$ cat src/rtl/mc8051_intc.sv
// mc8051_intc: prioritised, nesting interrupt controller for the mc8051 core.
//
// Ports:
//   clk, reset_n            - clock, asynchronous active-low reset
//   irq[NUM_SRC]            - synchronous active-high source requests
//   mem_sfr_n/we_n/rd_n     - SFR bus select and strobes (active-low)
//   mem_addr, mem_wdata     - SFR address and write data
//   sfr_rdata, sfr_rdy      - read data and one-cycle completion pulse (hits only)
//   int_req_n, int_so_num   - registered request and winning vector to the core
//   int_ack_n, int_reti     - core acknowledge (low pulse) and return-from-interrupt
//   in_service[PRIO_LEVELS] - in-service flag per priority level
//
// Handshake: int_req_n low means int_so_num holds a winner whose priority is
// above the highest in-service level. An ack (int_ack_n=0) is accepted only
// while int_req_n is low; it marks the winner's level in service, clears its
// edge pending bit and forces int_req_n high for the following cycle. A reti
// pops the highest in-service level; a reti and ack together pop then push.
module mc8051_intc #(
  parameter int         NUM_SRC     = 8,
  parameter int         PRIO_LEVELS = 2,
  parameter logic [7:0] SFR_BASE    = 8'hC0,
  parameter logic [7:0] VEC_BASE    = 8'h00
) (
  input  logic                   clk,
  input  logic                   reset_n,
  input  logic [NUM_SRC-1:0]     irq,
  input  logic                   mem_sfr_n,
  input  logic                   mem_we_n,
  input  logic                   mem_rd_n,
  input  logic [7:0]             mem_addr,
  input  logic [7:0]             mem_wdata,
  output logic [7:0]             sfr_rdata,
  output logic                   sfr_rdy,
  output logic                   int_req_n,
  output logic [7:0]             int_so_num,
  input  logic                   int_ack_n,
  input  logic                   int_reti,
  output logic [PRIO_LEVELS-1:0] in_service
);

  localparam int NB       = (NUM_SRC + 7) / 8;
  localparam int PB       = (NUM_SRC + 3) / 4;
  localparam int OFF_EN   = 1;
  localparam int OFF_EDGE = 1 + NB;
  localparam int OFF_PEND = 1 + 2 * NB;
  localparam int OFF_PRIO = 1 + 3 * NB;
  localparam int MAP_SZ   = OFF_PRIO + PB;
  localparam logic [1:0] PMAX = 2'(PRIO_LEVELS - 1);

  logic                      r_ea;
  logic [NUM_SRC-1:0]        r_en, r_edge, r_pend, r_irq_q;
  logic [NUM_SRC-1:0][1:0]   r_prio;
  logic                      r_acc_q;
  logic                      r_req_n;
  logic [7:0]                r_so_num;
  logic [4:0]                r_win_idx;
  logic [PRIO_LEVELS-1:0]    r_isr;
  logic                      r_rdy;
  logic [7:0]                r_rdata;

  logic [7:0]                w_off, w_rd_byte;
  logic                      w_strobe, w_hit, w_start, w_wr, w_rd;
  logic [NB*8-1:0]           w_en_img, w_edge_img, w_pend_img;
  logic [PB*8-1:0]           w_prio_img;
  logic [NUM_SRC-1:0]        w_pend_eff, w_elig, w_set, w_clr;
  logic                      w_found, w_cur_vld, w_req, w_ack;
  logic [4:0]                w_win_idx;
  logic [1:0]                w_win_prio, w_cur_lvl, w_ack_prio;
  logic [PRIO_LEVELS-1:0]    w_isr_nxt;

  function automatic logic [1:0] f_clip(input logic [1:0] v);
    return (v > PMAX) ? PMAX : v;
  endfunction

  // SFR access detection: one access per strobe assertion
  assign w_off    = mem_addr - SFR_BASE;
  assign w_strobe = ~mem_sfr_n & (~mem_we_n | ~mem_rd_n);
  assign w_hit    = (w_off < 8'(MAP_SZ));
  assign w_start  = w_strobe & ~r_acc_q & w_hit;
  assign w_wr     = w_start & ~mem_we_n;
  assign w_rd     = w_start & mem_we_n;

  // Byte images of the per-source registers; bits of absent sources stay 0
  always_comb begin
    w_en_img   = '0;
    w_edge_img = '0;
    w_pend_img = '0;
    w_prio_img = '0;
    for (int k = 0; k < NUM_SRC; k++) begin
      w_en_img[k]          = r_en[k];
      w_edge_img[k]        = r_edge[k];
      w_pend_img[k]        = r_edge[k] ? r_pend[k] : irq[k];
      w_prio_img[2*k +: 2] = r_prio[k];
    end
  end

  always_comb begin
    w_rd_byte = '0;
    if (w_off == 8'd0) w_rd_byte = {r_ea, 7'b0};
    for (int j = 0; j < NB; j++) begin
      if (w_off == 8'(OFF_EN + j))   w_rd_byte = w_en_img[j*8 +: 8];
      if (w_off == 8'(OFF_EDGE + j)) w_rd_byte = w_edge_img[j*8 +: 8];
      if (w_off == 8'(OFF_PEND + j)) w_rd_byte = w_pend_img[j*8 +: 8];
    end
    for (int j = 0; j < PB; j++) begin
      if (w_off == 8'(OFF_PRIO + j)) w_rd_byte = w_prio_img[j*8 +: 8];
    end
  end

  // Level sources resolve from the registered irq so both modes share latency
  assign w_pend_eff = (r_edge & r_pend) | (~r_edge & r_irq_q);
  assign w_elig     = w_pend_eff & r_en & {NUM_SRC{r_ea}};

  // Strict '>' while scanning upward keeps the lowest index on a tie
  always_comb begin
    w_found    = 1'b0;
    w_win_idx  = '0;
    w_win_prio = '0;
    for (int k = 0; k < NUM_SRC; k++) begin
      if (w_elig[k] && (!w_found || r_prio[k] > w_win_prio)) begin
        w_found    = 1'b1;
        w_win_idx  = 5'(k);
        w_win_prio = r_prio[k];
      end
    end
  end

  always_comb begin
    w_cur_vld = 1'b0;
    w_cur_lvl = '0;
    for (int l = 0; l < PRIO_LEVELS; l++) begin
      if (r_isr[l]) begin
        w_cur_vld = 1'b1;
        w_cur_lvl = 2'(l);
      end
    end
  end

  assign w_req = w_found && (!w_cur_vld || w_win_prio > w_cur_lvl);
  assign w_ack = ~int_ack_n & ~r_req_n;

  // Ack side effects apply to the source behind the registered vector
  always_comb begin
    w_ack_prio = '0;
    w_clr      = '0;
    for (int k = 0; k < NUM_SRC; k++) begin
      if (r_win_idx == 5'(k)) begin
        w_ack_prio = r_prio[k];
        w_clr[k]   = w_ack & r_edge[k];
      end
      if (w_wr && w_off == 8'(OFF_PEND + k / 8) && mem_wdata[k % 8]) w_clr[k] = 1'b1;
    end
  end

  assign w_set = irq & ~r_irq_q & r_edge;

  // Pop (reti) before push (ack)
  always_comb begin
    w_isr_nxt = r_isr;
    for (int l = 0; l < PRIO_LEVELS; l++) begin
      if (int_reti && w_cur_vld && w_cur_lvl == 2'(l)) w_isr_nxt[l] = 1'b0;
    end
    for (int l = 0; l < PRIO_LEVELS; l++) begin
      if (w_ack && w_ack_prio == 2'(l)) w_isr_nxt[l] = 1'b1;
    end
  end

  always_ff @(posedge clk or negedge reset_n) begin
    if (!reset_n) begin
      r_ea      <= 1'b0;
      r_en      <= '0;
      r_edge    <= '0;
      r_pend    <= '0;
      r_irq_q   <= '0;
      r_prio    <= '0;
      r_acc_q   <= 1'b0;
      r_req_n   <= 1'b1;
      r_so_num  <= VEC_BASE;
      r_win_idx <= '0;
      r_isr     <= '0;
      r_rdy     <= 1'b0;
      r_rdata   <= '0;
    end else begin
      r_irq_q <= irq;
      r_acc_q <= w_strobe;
      r_rdy   <= w_start;
      r_rdata <= w_rd ? w_rd_byte : 8'h00;
      // Set beats clear; latched bits only survive in edge mode
      r_pend  <= ((r_pend & ~w_clr) | w_set) & r_edge;
      r_isr   <= w_isr_nxt;
      r_req_n <= w_ack ? 1'b1 : ~w_req;
      if (w_found) begin
        r_so_num  <= VEC_BASE + {3'b000, w_win_idx};
        r_win_idx <= w_win_idx;
      end
      if (w_wr) begin
        if (w_off == 8'd0) r_ea <= mem_wdata[7];
        for (int k = 0; k < NUM_SRC; k++) begin
          if (w_off == 8'(OFF_EN + k / 8))   r_en[k]   <= mem_wdata[k % 8];
          if (w_off == 8'(OFF_EDGE + k / 8)) r_edge[k] <= mem_wdata[k % 8];
          if (w_off == 8'(OFF_PRIO + k / 4)) r_prio[k] <= f_clip(mem_wdata[2*(k%4) +: 2]);
        end
      end
    end
  end

  assign sfr_rdata  = r_rdata;
  assign sfr_rdy    = r_rdy;
  assign int_req_n  = r_req_n;
  assign int_so_num = r_so_num;
  assign in_service = r_isr;

endmodule

$ cat config.mk
export PLATFORM = sky130hd
export DESIGN_NAME = mc8051_intc
export DESIGN_NICKNAME = d
export VERILOG_FILES = /design/src/rtl/mc8051_intc.sv
export SDC_FILE = /design/constraint.sdc
export NUM_CORES = 1
export LEC_CHECK = 0
export BUFFER_PORTS_ARGS = -buffer_cell sky130_fd_sc_hd__buf_2
export CORE_MARGIN = 2
export CORE_UTILIZATION = 52
export DETAILED_ROUTE_END_ITERATION = 8
export GPL_ROUTABILITY_DRIVEN = 0
export PLACE_DENSITY = 0.81
export SYNTH_ARGS = -nofsm -noshare
export SYNTH_HDL_FRONTEND = slang
export SYNTH_SLANG_ARGS = --single-unit
export TNS_END_PERCENT = 50
$ cat constraint.sdc
create_clock -name clk -period 8.31 [get_ports clk]
set_input_delay 0.4155 -clock clk [delete_from_list [all_inputs] [get_ports clk]]
set_output_delay 0.4155 -clock clk [all_outputs]
set_load 0.01 [all_outputs]
Yosys cells after proc, flatten, opt, wreduce, memory -nomap -nowiden

Index checks and enable logic that the tools add are counted.

Add/subtract/negate cells: 1
Magnitude comparators: 13
Equal/unequal tests: 14
Mux-type cells: 74
Bitwise operators: 35
Reduce and logical (&&, ||, !) cells: 49

Operators by type and width:

| operator                                                      | count |
|---|---|
| bitwise AND 8 bit                                             | 8 |
| 2-to-1 mux 8 bit                                              | 7 |
| 2-to-1 mux 1 bit                                              | 41 |
| 2-to-1 mux 2 bit                                              | 20 |
| 2-to-1 mux 5 bit                                              | 6 |
| NOT 8 bit                                                     | 3 |
| logical AND 1 bit                                             | 22 |
| equality test 5 x 3 -> 1 bit, second input constant           | 4 |
| equality test 8 x 2 -> 1 bit, second input constant           | 2 |
| equality test 8 x 3 -> 1 bit, second input constant           | 2 |
| greater-than comparator 2 bit                                 | 8 |
| OR 8 bit                                                      | 2 |
| bitwise AND 1 bit                                             | 14 |
| equality test 5 x 2 -> 1 bit, second input constant           | 2 |
| AND reduction 2 bit                                           | 5 |
| equality test 8 x 1 -> 1 bit, second input constant           | 1 |
| greater-than comparator 2 x 1 -> 1 bit, second input constant | 4 |
| logical NOT 1 bit                                             | 8 |
| logical NOT 8 bit                                             | 1 |
| logical OR 1 bit                                              | 8 |
| less-than comparator 8 x 3 -> 1 bit, second input constant    | 1 |
| subtractor 8 bit, second input constant                       | 1 |
| NOT 1 bit                                                     | 7 |
| equality test 5 x 1 -> 1 bit, second input constant           | 1 |
| 5 further kinds                                               | 8 |

Bits in registers: 67
Input bits: 31
Output and inout bits: 20
Word-level logic and storage cells: 206

Logic depth before layout (Yosys ltp)

Depth in word-level cells: 39
Gate-level depth with buffers: 48
Mapped depth without buffers: 48

Worst setup path after synthesis

No wires, ideal clock.

Path type: reg-to-reg
Start point: register r_edge[0]
End point: register r_req_n, in the netlist int_req_n
Library setup time: 0.081 ns
Arrival time: 8.659 ns
Required time: 8.229 ns
Setup slack: -0.431 ns
Cell stages (with the launch flop): 48
Buffers on the path: 0
Clock period less this slack: 8.741 ns
Cells stage by stage: dfrtp_1 -> mux2_4 -> and2_1 -> nand2_1 -> ha_1 -> nor2b_1 -> o21ai_1 -> o211a_1 -> nor2_1 -> ha_1 -> nor2b_1 -> a2bb2oi_1 -> o21a_4 -> o32ai_4 -> ha_1 -> nor2b_1 -> a2bb2oi_1 -> o21a_1 -> [12 not listed] -> o21ba_2 -> mux2_4 -> ha_1 -> nor2_1 -> nand2_1 -> a221oi_2 -> nor2_1 -> mux2_1 -> ha_1 -> nand2_1 -> o21ai_0 -> a21oi_1 -> inv_1 -> nand2_1 -> o221ai_1 -> ha_1 -> o221ai_1 -> o211ai_1

Longest elaborated chain between the ends: 39
Elaborated cells between the ends (all ways): 55
Those cells by class: order compare (8); mux (17); bitwise (7); reduce/logical (23)

RTL lines:

| item                                                                      | line | source |
|---|---|---|
| start, declared                                                           | 51   | `logic [NUM_SRC-1:0] r_en, r_edge, r_pend, r_irq_q;` |
| start signal, assigned by index                                           | 200  | `if (w_off == 8'(OFF_EDGE + k / 8)) r_edge[k] <= mem_wdata[k % 8];` |
| NOT 8 bit                                                                 | 111  | `assign w_pend_eff = (r_edge & r_pend) \| (~r_edge & r_irq_q);` |
| bitwise AND 8 bit                                                         | 111  |  |
| OR 8 bit *                                                                | 111  |  |
| bitwise AND 8 bit * (2 in a row)                                          | 112  | `assign w_elig = w_pend_eff & r_en & {NUM_SRC{r_ea}};` |
| 2-to-1 mux 2 bit / 2-to-1 mux 1 bit (equally long branches)               | 120  | `if (w_elig[k] && (!w_found \|\| r_prio[k] > w_win_prio)) begin` |
| greater-than comparator 2 bit / logical NOT 1 bit (equally long branches) | 120  |  |
| logical OR 1 bit                                                          | 120  |  |
| logical AND 1 bit                                                         | 120  |  |
| [22 not listed]                                                           | -    |  |
| logical OR 1 bit                                                          | 120  |  |
| logical AND 1 bit                                                         | 120  |  |
| 2-to-1 mux 2 bit                                                          | 120  |  |
| greater-than comparator 2 bit                                             | 139  | `assign w_req = w_found && (!w_cur_vld \|\| w_win_prio > w_cur_lvl);` |
| logical OR 1 bit                                                          | 139  |  |
| logical AND 1 bit *                                                       | 139  |  |
| NOT 1 bit *                                                               | 191  | `r_req_n <= w_ack ? 1'b1 : ~w_req;` |
| 2-to-1 mux 1 bit *                                                        | 191  |  |
| end signal, assigned                                                      | 191  |  |
| end, declared                                                             | 54   | `logic r_req_n;` |

Every way passes the cells marked *; elsewhere a longest branch is shown, timed or not.
A chain may end at the register's enable or synchronous reset.

Final worst setup path

Ends and elaborated chain as after synthesis.

==> out/metrics.cfg <==
[min_path]
min_path_cells = 1
hp-class = input pin to flop
min_to = r_irq_q[7]
hp-start = irq[7]

[detailed_routing]
num_vias = 3649
ant_nets = 0
dr.pass1.iters = 6
drt-initial-drc-count = 378
wl_per_cell_um = 19.3
viasPerCell = 6.10
drc = 0
routed_wirelength_um = 11500

[cells_and_area]
post-route-util_pct = 70.1
diodes = 0
final_cell_area_mm2 = 0.00505
drive_above_1_share_pct = 39.3
fin_cells = 598
fillers = 536
area_delta_synth_final_pct = 30.7
nNetsFinal = 539

[clock_network]
numCtsBuffers = 9
clk-insertion-delay-late_ns = 0.36
htree_levels = 3
cts_root_buf = clkbuf_8
holdBufCountCts = 0
clock-sinks = 65
clkSlewWorstSetupHoldPaths_ns = 0.08
clockBufferDepth = 2
cts_tree = built

[die]
die_h_um = 90.2
io_pins = 51
rows = 31
chipWidth_um = 90.2
initial_core_util_pct = 53.6
die_area_mm2 = 0.00814
coreArea_mm2 = 0.00721

[yosys]
synth-seq-cells = 65
synth-seq-area-share_pct = 42.1
netlist_area_mm2 = 0.00387
synth_top_cell_by_area = dfrtp_1
ys.flop_type = dfrtp_1
syn_avg_cell_area_um2 = 9.69
synth-warning-count = 0
synth_edf_count = 0
netlist.area_leader.share_pct = 41.4
async_reset_ff_share_pct = 100
syn_inst = 399
synth_area_leaders = dfrtp_1 (41%), mux2_2 (6.1%), a21oi_1 (5.3%)
synth_cell_types = 64

[global_routing]
antenna_found_initial = 0
grt_max_degree = 66
grt_pass1_vias = 3767
grt_use_total_pct = 29.8
grt_pass1_wl_um = 19100
grt_remaining_overflow = 0

[setup_path]
cp_max_fo = 5
required_ns = 8.59
arrival_ns = 8.88
worstReg2RegStart = r_edge[0]
reg2reg_depth = 51
r2r_end = int_req_n
crit_slowest_cell = or4_1
cp-start-kind = flop
critical_path_class = flop to flop
ff2ff_setup_slack_ns = -0.29
crit_top_cell = buf_4
cp-end-kind = flop
critPathMaxStageDelay_ns = 0.41

[timing]
tightest_slew_ns = 1.28
tns_ns = -0.293
finalClockSkew_ns = 0.00651
drv_slew = 0
period_needed_ns = 8.60
setup_violations = 1
rsz0062_at_grt = true
fin_ws_ns = -0.293
hold_violations = 0
final.period_utilization_pct = 104
relSlewSlack_pct = 14.2
fmax_ghz = 0.116

[placement]
dp.cells = 555
dp_slack_ns = -0.379
dp_hpwl_um = 7440
place_area_mm2 = 0.00435
portBuffers = 45

[run]
cap_violations = 0

[power]
ir_drop_v = 0.000147
leakagePower_nw = 2.35
power_density_mw_per_mm2 = 141

[outcome]
violations = setup timing
status = finished with violations

## cell type report
cell class,instances,area [um2],area share [%]
Clock buffer,9,124,2.45
Clock inverter,7,143,2.82
Inverter,19,71.3,1.41
Multi-Input combinational cell,303,2360,46.6
Sequential cell,65,1630,32.2
Tap cell,99,124,2.45
Timing Repair Buffer,96,608,12.0
## repair_timing
| action | 4_1_cts | 5_1_grt |
|---|---|---|
| endpoints found under the setup margin | 1 | 4 |
| resized for setup | 36 | 6 |
| buffers inserted | 24 | 3 |
| pin swaps | 29 | 27 |
## cells by family after synthesis
kind of cell               share of synthesized area, %
muxes                                              9.51
adders and majority gates                          4.53
other                                            0.0970
DFF                                                42.1
and+or+nand+nor                                    19.6
buffers and inverters                              3.91
AOI/OAI and AO/OA                                  20.2
## sequential cells by signal (all words and copies together) (netlist names)
| register | count |
|---|---|
| sfr_rdata | 8 |
| sfr_rdy | 1 |
| in_service | 2 |
| r_en | 8 |
| r_edge | 8 |
| r_acc_q | 1 |
| r_win_idx | 3 |
| r_irq_q | 8 |
| r_prio | 16 |
| r_ea | 1 |
| r_pend | 8 |
| int_req_n | 1 |
## worst max-delay path by stage
| stage | from | end |
|---|---|---|
| 2_1_floorplan | r_edge[0] | int_req_n |
| 3_3_place_gp | r_edge[0] | int_req_n |
| 3_5_place_dp | r_edge[0] | int_req_n |
| 4_1_cts | r_edge[0] | int_req_n |
| 5_1_grt | r_edge[0] | int_req_n |
| 6_report | r_edge[0] | int_req_n |
## cell usage in the layout, fill, tap and decap left out, drive strengths merged, types with 4 or more instances in the layout
master and n:
buf 96, dfrtp 64, a21oi 41, nand2 39
nor2 28, mux2 25, o21ai 20, inv 19
nor2b 17, ha 14, nand2b 13, nand3b 10
clkbuf 9, and2 8, nand3 7, a32oi 6
conb 5, a221oi 5, nor3 5, o211ai 5
and3 5, o21a 5, bufinv 4, a22oi 4
## layer usage
metal  GRT usage (%)  vias up  part of all wire [%]
li1                -     1621                     -
met1            37.5     1753                    39
met2            49.6      227                    49
met3            6.29       48                   8.5
met4            13.5        0                   3.8
met5               0        -                     0
## power by group
part / internal [mW] / switching [mW]
Clock: 0.230 / 0.131
Combinational: 0.0107 / 0.0201
Sequential: 0.319 / 0.00131
Total: 0.559 / 0.153
## Yosys cell counts (2+ instances only)
| cell | count |
|---|---|
| nand4_1 | 2 |
| and2_1 | 5 |
| o21a_1 | 3 |
| dfrtp_1 | 64 |
| o21ai_1 | 2 |
| a22oi_1 | 3 |
| and3_1 | 4 |
| ha_1 | 14 |
| o21ai_0 | 18 |
| mux2i_1 | 3 |
| a221oi_1 | 4 |
| nand3_1 | 7 |
| or2_2 | 3 |
| nor3_1 | 4 |
| a31o_2 | 2 |
| a221o_1 | 3 |
| mux4_2 | 2 |
| inv_1 | 19 |
| o221ai_1 | 2 |
| nand2_1 | 39 |
| buf_4 | 5 |
| clkbuf_1 | 10 |
| nor2_1 | 28 |
| a21oi_1 | 41 |
| mux2_2 | 21 |
| a41oi_1 | 2 |
| nor3b_2 | 2 |
| nor2b_1 | 17 |
| a32oi_1 | 6 |
| o211ai_1 | 4 |
| and2_2 | 2 |
| mux2_4 | 3 |
| a2bb2oi_1 | 3 |
| nand3b_1 | 10 |
| nand2b_1 | 13 |
## critical path, delay by kind of cell, from the launching register on
family | cells | cell delay, ns
simple gates | 12 | 1.61
buf+inv | 14 | 1.73
compound gates | 17 | 2.61
flops | 1 | 0.40
mux | 2 | 0.64
fa+ha+maj | 6 | 1.51
## through the flow
step                      total power [mW]  hold slack (ns)
after floorplan                      0.338            0.120
final                                0.712            0.193
after global routing                 0.732            0.182
after CTS                            0.712            0.186
after global placement               0.355            0.443
after detailed placement             0.356            0.475
No activity file was read; power rests on OpenSTA's default activity.
